## config.mk

```make
export PLATFORM = sky130hd
export DESIGN_NAME = if_fetch_stage
export DESIGN_NICKNAME = d
export VERILOG_FILES = /design/src/rtl/rv32i_types.sv /design/src/rtl/pc_register.sv /design/src/rtl/if_fetch_stage.sv
export SDC_FILE = /design/constraint.sdc
export NUM_CORES = 1
export LEC_CHECK = 0
export ABC_AREA = 1
export CORE_MARGIN = 2
export CORE_UTILIZATION = 45
export CTS_BUF_LIST = sky130_fd_sc_hd__clkbuf_16
export DETAILED_ROUTE_END_ITERATION = 10
export GPL_TIMING_DRIVEN = 1
export PLACE_DENSITY_LB_ADDON = 0.15
export SYNTH_ARGS = -nofsm -noshare
export SYNTH_HDL_FRONTEND = slang
export SYNTH_SLANG_ARGS = --single-unit
```

## constraint.sdc

```tcl
create_clock -name clk -period 2.7 [get_ports clk]
set_input_delay 0.27 -clock clk [delete_from_list [all_inputs] [get_ports clk]]
set_output_delay 0.27 -clock clk [all_outputs]
set_load 0.05 [all_outputs]
```

## src/rtl/rv32i_types.sv

```systemverilog
// Shared RV32I pipeline types: machine word and fetch-stage state encoding.
package rv32i_types;

    typedef logic [31:0] rv32i_word;

    typedef enum logic {
        FETCH = 1'b0,
        HOLD  = 1'b1
    } fetch_state_t;

    localparam rv32i_word PC_STEP   = 32'd4;
    localparam rv32i_word WORD_MASK = 32'hFFFF_FFFC;

endpackage

```

## src/rtl/pc_register.sv

```systemverilog
// Program counter register: loads a new PC when told to, async-resets to RESET_PC.
module pc_register
    import rv32i_types::*;
#(
    parameter rv32i_word RESET_PC = 32'h0000_0060
) (
    input  logic      clk,
    input  logic      rst,
    input  logic      load,
    input  rv32i_word in,
    output rv32i_word out
);

    rv32i_word r_pc;

    always_ff @(posedge clk or posedge rst) begin
        if (rst) begin
            r_pc <= RESET_PC;
        end else if (load) begin
            r_pc <= in;
        end
    end

    assign out = r_pc;

endmodule

```

## src/rtl/if_fetch_stage.sv

```systemverilog
// RV32I instruction-fetch stage: owns the PC, runs the imem read/resp handshake,
// buffers a response across downstream stalls and discards wrong-path fetches.
module if_fetch_stage
    import rv32i_types::*;
#(
    parameter rv32i_word RESET_PC = 32'h0000_0060
) (
    input  logic      clk,
    input  logic      rst,
    input  logic      stall,
    input  logic      redirect,
    input  rv32i_word redirect_pc,
    output logic      imem_read,
    output rv32i_word imem_address,
    input  rv32i_word imem_rdata,
    input  logic      imem_resp,
    output logic      if_valid,
    output rv32i_word mem_rdata,
    output rv32i_word if_PC_out,
    output logic      ifid_load
);

    fetch_state_t r_state;
    fetch_state_t w_next_state;
    logic         r_kill;
    logic         w_kill_next;
    rv32i_word    r_pend_pc;
    rv32i_word    w_pend_next;
    rv32i_word    r_buf_instr;
    rv32i_word    w_buf_next;
    logic         w_pc_load;
    rv32i_word    w_pc_in;
    rv32i_word    w_pc;
    rv32i_word    w_redirect_aligned;

    assign w_redirect_aligned = redirect_pc & WORD_MASK;

    pc_register #(
        .RESET_PC (RESET_PC)
    ) u_pc_register (
        .clk  (clk),
        .rst  (rst),
        .load (w_pc_load),
        .in   (w_pc_in),
        .out  (w_pc)
    );

    always_ff @(posedge clk or posedge rst) begin
        if (rst) begin
            r_state     <= FETCH;
            r_kill      <= 1'b0;
            r_pend_pc   <= '0;
            r_buf_instr <= '0;
        end else begin
            r_state     <= w_next_state;
            r_kill      <= w_kill_next;
            r_pend_pc   <= w_pend_next;
            r_buf_instr <= w_buf_next;
        end
    end

    // A request already issued cannot be withdrawn, so a redirect during the wait
    // only arms kill; the PC moves once the stale response has been swallowed.
    always_comb begin
        w_next_state = r_state;
        w_kill_next  = r_kill;
        w_pend_next  = r_pend_pc;
        w_buf_next   = r_buf_instr;
        w_pc_load    = 1'b0;
        w_pc_in      = w_pc;
        imem_read    = 1'b0;
        if_valid     = 1'b0;
        mem_rdata    = '0;
        if (!rst) begin
            case (r_state)
                FETCH: begin
                    imem_read = 1'b1;
                    if (imem_resp) begin
                        if (r_kill || redirect) begin
                            w_pc_load   = 1'b1;
                            w_pc_in     = redirect ? w_redirect_aligned : r_pend_pc;
                            w_kill_next = 1'b0;
                        end else begin
                            if_valid  = 1'b1;
                            mem_rdata = imem_rdata;
                            if (!stall) begin
                                w_pc_load = 1'b1;
                                w_pc_in   = w_pc + PC_STEP;
                            end else begin
                                w_buf_next   = imem_rdata;
                                w_next_state = HOLD;
                            end
                        end
                    end else if (redirect) begin
                        w_kill_next = 1'b1;
                        w_pend_next = w_redirect_aligned;
                    end
                end
                HOLD: begin
                    if (redirect) begin
                        w_pc_load    = 1'b1;
                        w_pc_in      = w_redirect_aligned;
                        w_next_state = FETCH;
                    end else begin
                        if_valid  = 1'b1;
                        mem_rdata = r_buf_instr;
                        if (!stall) begin
                            w_pc_load    = 1'b1;
                            w_pc_in      = w_pc + PC_STEP;
                            w_next_state = FETCH;
                        end
                    end
                end
                default: w_next_state = FETCH;
            endcase
        end
    end

    assign imem_address = w_pc;
    assign if_PC_out    = w_pc;
    assign ifid_load    = if_valid & ~stall;

endmodule

```

-- Word-level counts from Yosys, hierarchy flattened
Index checks and enable logic that the tools add are counted.
- word-level logic and storage cells: 52
- input port bits: 69
- flip-flop bits (word level): 98
- output and inout bits: 99
- reductions and logical operators: 6
- mux-type cells: 32
- add/subtract/negate cells: 1
- bitwise gates (word level): 6
- eq/ne operators: 2
- operators with widths (operator ; count):
    $mux W32 ; 9
    $pmux W32 S2 ; 2
    $add A32 B3 Y32 const B ; 1
    $mux W1 ; 18
    $pmux W1 S2 ; 3
    $reduce_and A3 Y1 ; 2
    $not A1 Y1 ; 5
    $reduce_and A5 Y1 ; 1
    $reduce_and A4 Y1 ; 1
    $ne A2 B1 Y1 const B ; 1
    $ne A2 B2 Y1 const B ; 1
    $reduce_bool A2 Y1 ; 1
    $and A1 B1 Y1 ; 1
    $logic_or A1 B1 Y1 ; 1

-- Depth between registers and ports, before layout
Gate-level depths: netlist of run 1.
- depth in word-level cells: 6
- gate-level depth with buffers: 12
- depth with buffers taken out: 12

-- By module
From an unflattened synthesis of run 1, not the netlist that was laid out.
- cells, all modules: 988
- area, all modules: 7013.0 µm²
- by module, submodules not included (module ; instances ; area an instance (µm²) ; sequential area each (µm²) ; cells each):
    if_fetch_stage ; 1 ; 5714.2 ; 1651.6 ; 851
    pc_register ; 1 ; 1298.7 ; 803.3 ; 137

-- Least setup slack after synthesis of run 1
Ideal clock, no wire load.
- path kind: reg-to-output
- from: register r_state
- to: output mem_rdata[23]
- buffers on the path: 2
- required time: 2.430 ns
- stages on the path, launching flop included: 8
- arrival time: 2.189 ns
- setup slack: 0.241 ns
- path through: dfrtp_1 -> buf_6 -> nand2_2 -> inv_2 -> nor2_1 -> nand2_1 -> buf_2 -> a211oi_1
- cells in the longest elaborated chain, start to end: 3
- ends and longest elaborated chain (what ; line ; text):
    from (decl) ; if_fetch_stage.sv:23 ; fetch_state_t r_state;
    from (signal assigned) ; if_fetch_stage.sv:55 ; r_state <= w_next_state;
    $not A1 Y1 (no line) ; n/a ;
    $pmux W32 S2 * ; if_fetch_stage.sv:75 ; case (r_state)
    $mux W32 * ; if_fetch_stage.sv:74 ; if (!rst) begin
    to (decl) ; if_fetch_stage.sv:18 ; output rv32i_word mem_rdata,
Every way passes the cells marked *; elsewhere a longest branch is shown, timed or not.

-- Worst setup path in the final report of run 1
- from: register r_state
- to: output mem_rdata[11]
The elaborated chain is that of the path after synthesis.

==> results of run 1 <==
## cell type report
type	count	area, um2
sequential	98	2450
timing repair buffer	184	2160
clock inverter	7	52.6
fill	1195	5000
inverter	111	423
clock buffer	9	225
multi-input combinational	555	2870
tap	176	220
## how the worst min path moves through the flow
stage	startpoint	to	slack [ns]	cells after the start
2_1_floorplan	imem_rdata[31]	r_buf_instr[31]	0.42	1
3_3_place_gp	r_buf_instr[6]	r_buf_instr[6]	0.47	2
3_5_place_dp	r_buf_instr[10]	r_buf_instr[10]	0.47	2
4_1_cts	redirect	r_pend_pc[0]	0.29	2
5_1_grt	redirect	r_pend_pc[0]	0.32	2
6_report	redirect	r_pend_pc[0]	0.29	2
## routing by layer
metal  track usage  routed length [um]
met1         0.306                7350
met2         0.368                7480
met3        0.0655                1160
met4        0.0977                 405
met5             0                   0
## state kept, by name (all words and copies together), names as in the netlist
| register | count |
|---|---|
| u_pc_register.out | 32 |
| r_pend_pc | 32 |
| r_state | 1 |
| r_buf_instr | 32 |
| r_kill | 1 |
## cell families (layout without fill, tap and decap cells)
logic type	count (synthesis)	in the layout	share of synthesized area
AO/OA/AOI/OAI	209	209	0.217
XOR/XNOR	3	3	0.00422
adder cells (fa/ha/maj)	1	1	0.00201
buffers and inverters	188	311	0.146
flip-flops	98	98	0.394
multiplexers	1	1	0.00181
AND/OR/NAND/NOR	341	341	0.235
## report_power, final
part	leakage, uW	internal [uW]	total (uW)	switching [uW]
clock	0.000142	700	1250	550
sequential	0.00121	1830	2200	363
combinational	0.00245	1060	3070	2010
total	0.00380	3590	6510	2930
## cell usage in the layout, fill, tap and decap left out, types with 7 or more instances in the layout
cell / netlist / routed
a21oi_1: 11 / 11
inv_1: 102 / 103
clkbuf_16: 0 / 9
a211oi_1: 37 / 37
o21ai_1: 11 / 11
inv_2: 8 / 8
buf_12: 0 / 36
buf_4: 37 / 16
nor2_2: 8 / 7
a22oi_1: 17 / 17
dfrtp_1: 96 / 96
nor2_1: 77 / 77
nand2_1: 199 / 199
clkdlybuf4s50_1: 0 / 131
nand3_1: 28 / 28
o21ai_0: 97 / 97
## per-stage QoR
stage          hold WS (ns)  cell area, um2  total power, uW
3_3_place_gp          0.466            8120             5260
6_report              0.294            8400             6510
2_1_floorplan         0.421            6230             4410
5_1_grt               0.318            8400             6900
3_5_place_dp          0.474            8120             5300
4_1_cts               0.291            8400             6560
==> results.md, run 1 <==
- Status: complete, no violations
- Area growth syn-to-layout: 34.9%
- Vias in the first global route: 5,537
- CTS tree: built
- Slowest CP cell: dfrtp_1
- Setup ws final: 0.164 ns
- RSZ-0062 raised after global routing: no
- Part of the Yosys area used for sequential elements: 0.394
- Mapped Avg Cell Area: approximately 7.4 um2
- Slowest stage delay, CP: between 0.5 and 0.6 ns
- Die width: 122 um
- Crit Path Category: reg2out
- Pwr per Cell Area: a little under 800 mW/mm2
- Setup crit end kind: output pin
- Mean number of vias per cell: a little over 5
- Yosys top cell area share: 0.386
- Peak VDD IR: 0.000346 V
- Final slew viol count: 0
- Root Driver: clkbuf_16
- # rows: 42
- Deepest clock path buffer count: 2
- Crit path max-delay family: buffers and inverters
- Die Area: between 0.01 and 0.015 mm2
- Post-route clock period utilization: 0.939
- Area leader, netlist: dfrtp_1
- Synthesized flop and latch total: slightly below 100
- Setup crit start kind: flop
- Final clock skew: between 0.01 and 0.015 ns
- Crit-path cells: buf_4 > inv_2 > buf_12 > nor2_1 > a211oi_1 > buf_12
- Count leader, synth: nand2_1
- Fmax: 0.394 GHz
- Routed Antenna Nets: 0
- Largest net degree at the start of global routing: 65
- Skew-Pair Late Insertion Delay: 0.35 ns
- Gates resized, CTS repair: 0
- Leakage: around 0.0038 uW
- # placed instances: roughly 1.1k
- Unique cell type count in the Yosys netlist: between 40 and 50
- R2r endpoint: u_pc_register.out[12]
- Hold WC Path Type: in2reg
- IO buf count: 165
- Crit-path max FO: between 40 and 50
- H-tree depth: 3
- NumNets Final: roughly 1.0k
- CTS buffer count: 9
- DR pass1 iterations: 7
- Async SR Flop Fraction: 1.00
- R2R Setup Slk: approximately 0.48 ns
- Worst slew pin tran: 0.646 ns
- CORE AREA: 0.0134 mm2
- Most frequent cells after synthesis: nand2_1 (199), inv_1 (102), o21ai_0 (97)
- Final Hold Violating Endpoints: 0
- Critical R2R Launch: r_state
- WP buf/inv: 4
- Vias: 5,850
- Final setup fails: 0
- Gr ovfl total: 0
- N_diodes: 0
- Routability cong.: about 0.86
- Reg2Reg Depth: 9
- # hold bufs at CTS: 0
- First-pass GRT wire length: roughly 27,000 um
- Die height: 122 um
- Top cells by area, synth: dfrtp_1 (39%), nand2_1 (12%), o21ai_0 (7.8%)
- WP data required: 2.43 ns
- Initial antenna violation count: 0
- # Post-CTS Setup Buffers: 0
- Final min period: 2.54 ns
- Relative slew slack: 0.568
- Starting DRT DRC Count: ~360
- Initial core utilization: 0.465
- # DRC: 0
- Clk sink count: just under 100
- GRT Overall Usage: 0.235
- Critical Path End: mem_rdata[11]
- Levels on crit path: 6
- Mapped Nets: ~910
- Worst slack, placed: ~0.28 ns
- CP dominant cell by count: buf_12
- Critical Path Start: r_state
- Syn Std Cell Area: about 0.0062 mm2
- Number of synthesized flops with an enable pin: 0
- Post-synth top flop: dfrtp_1
- Clock transition at path regs: 0.07 ns
- Setup tns final: 0 ns
- Total Wirelength: between 15,000 and 20,000 um
- Max-Cap Viols: 0
- Syn Inst Count: 841
- Wire per inst: about 14 um
- Dpl hpwl: 12,000 um
- I/O pin count: 168
- CP Data Arrival Time: approximately 2.3 ns
- Finished Layout Cells: 1,140
- Fraction of layout cells with a size suffix above 1: 0.118
- Util after Layout: 0.627
- YS warnings: 0
Note: power is estimated with default switching activity, not from simulation.
==> run 2, diff against run 1 <==
--- a/config.mk
+++ b/config.mk
@@ -15,3 +15,4 @@
 export SYNTH_ARGS = -nofsm -noshare
 export SYNTH_HDL_FRONTEND = slang
 export SYNTH_SLANG_ARGS = --single-unit
+export TNS_END_PERCENT = 30
==> results of run 2 <==
No change in the layout: final DEF, timing and power equal those of run 1.
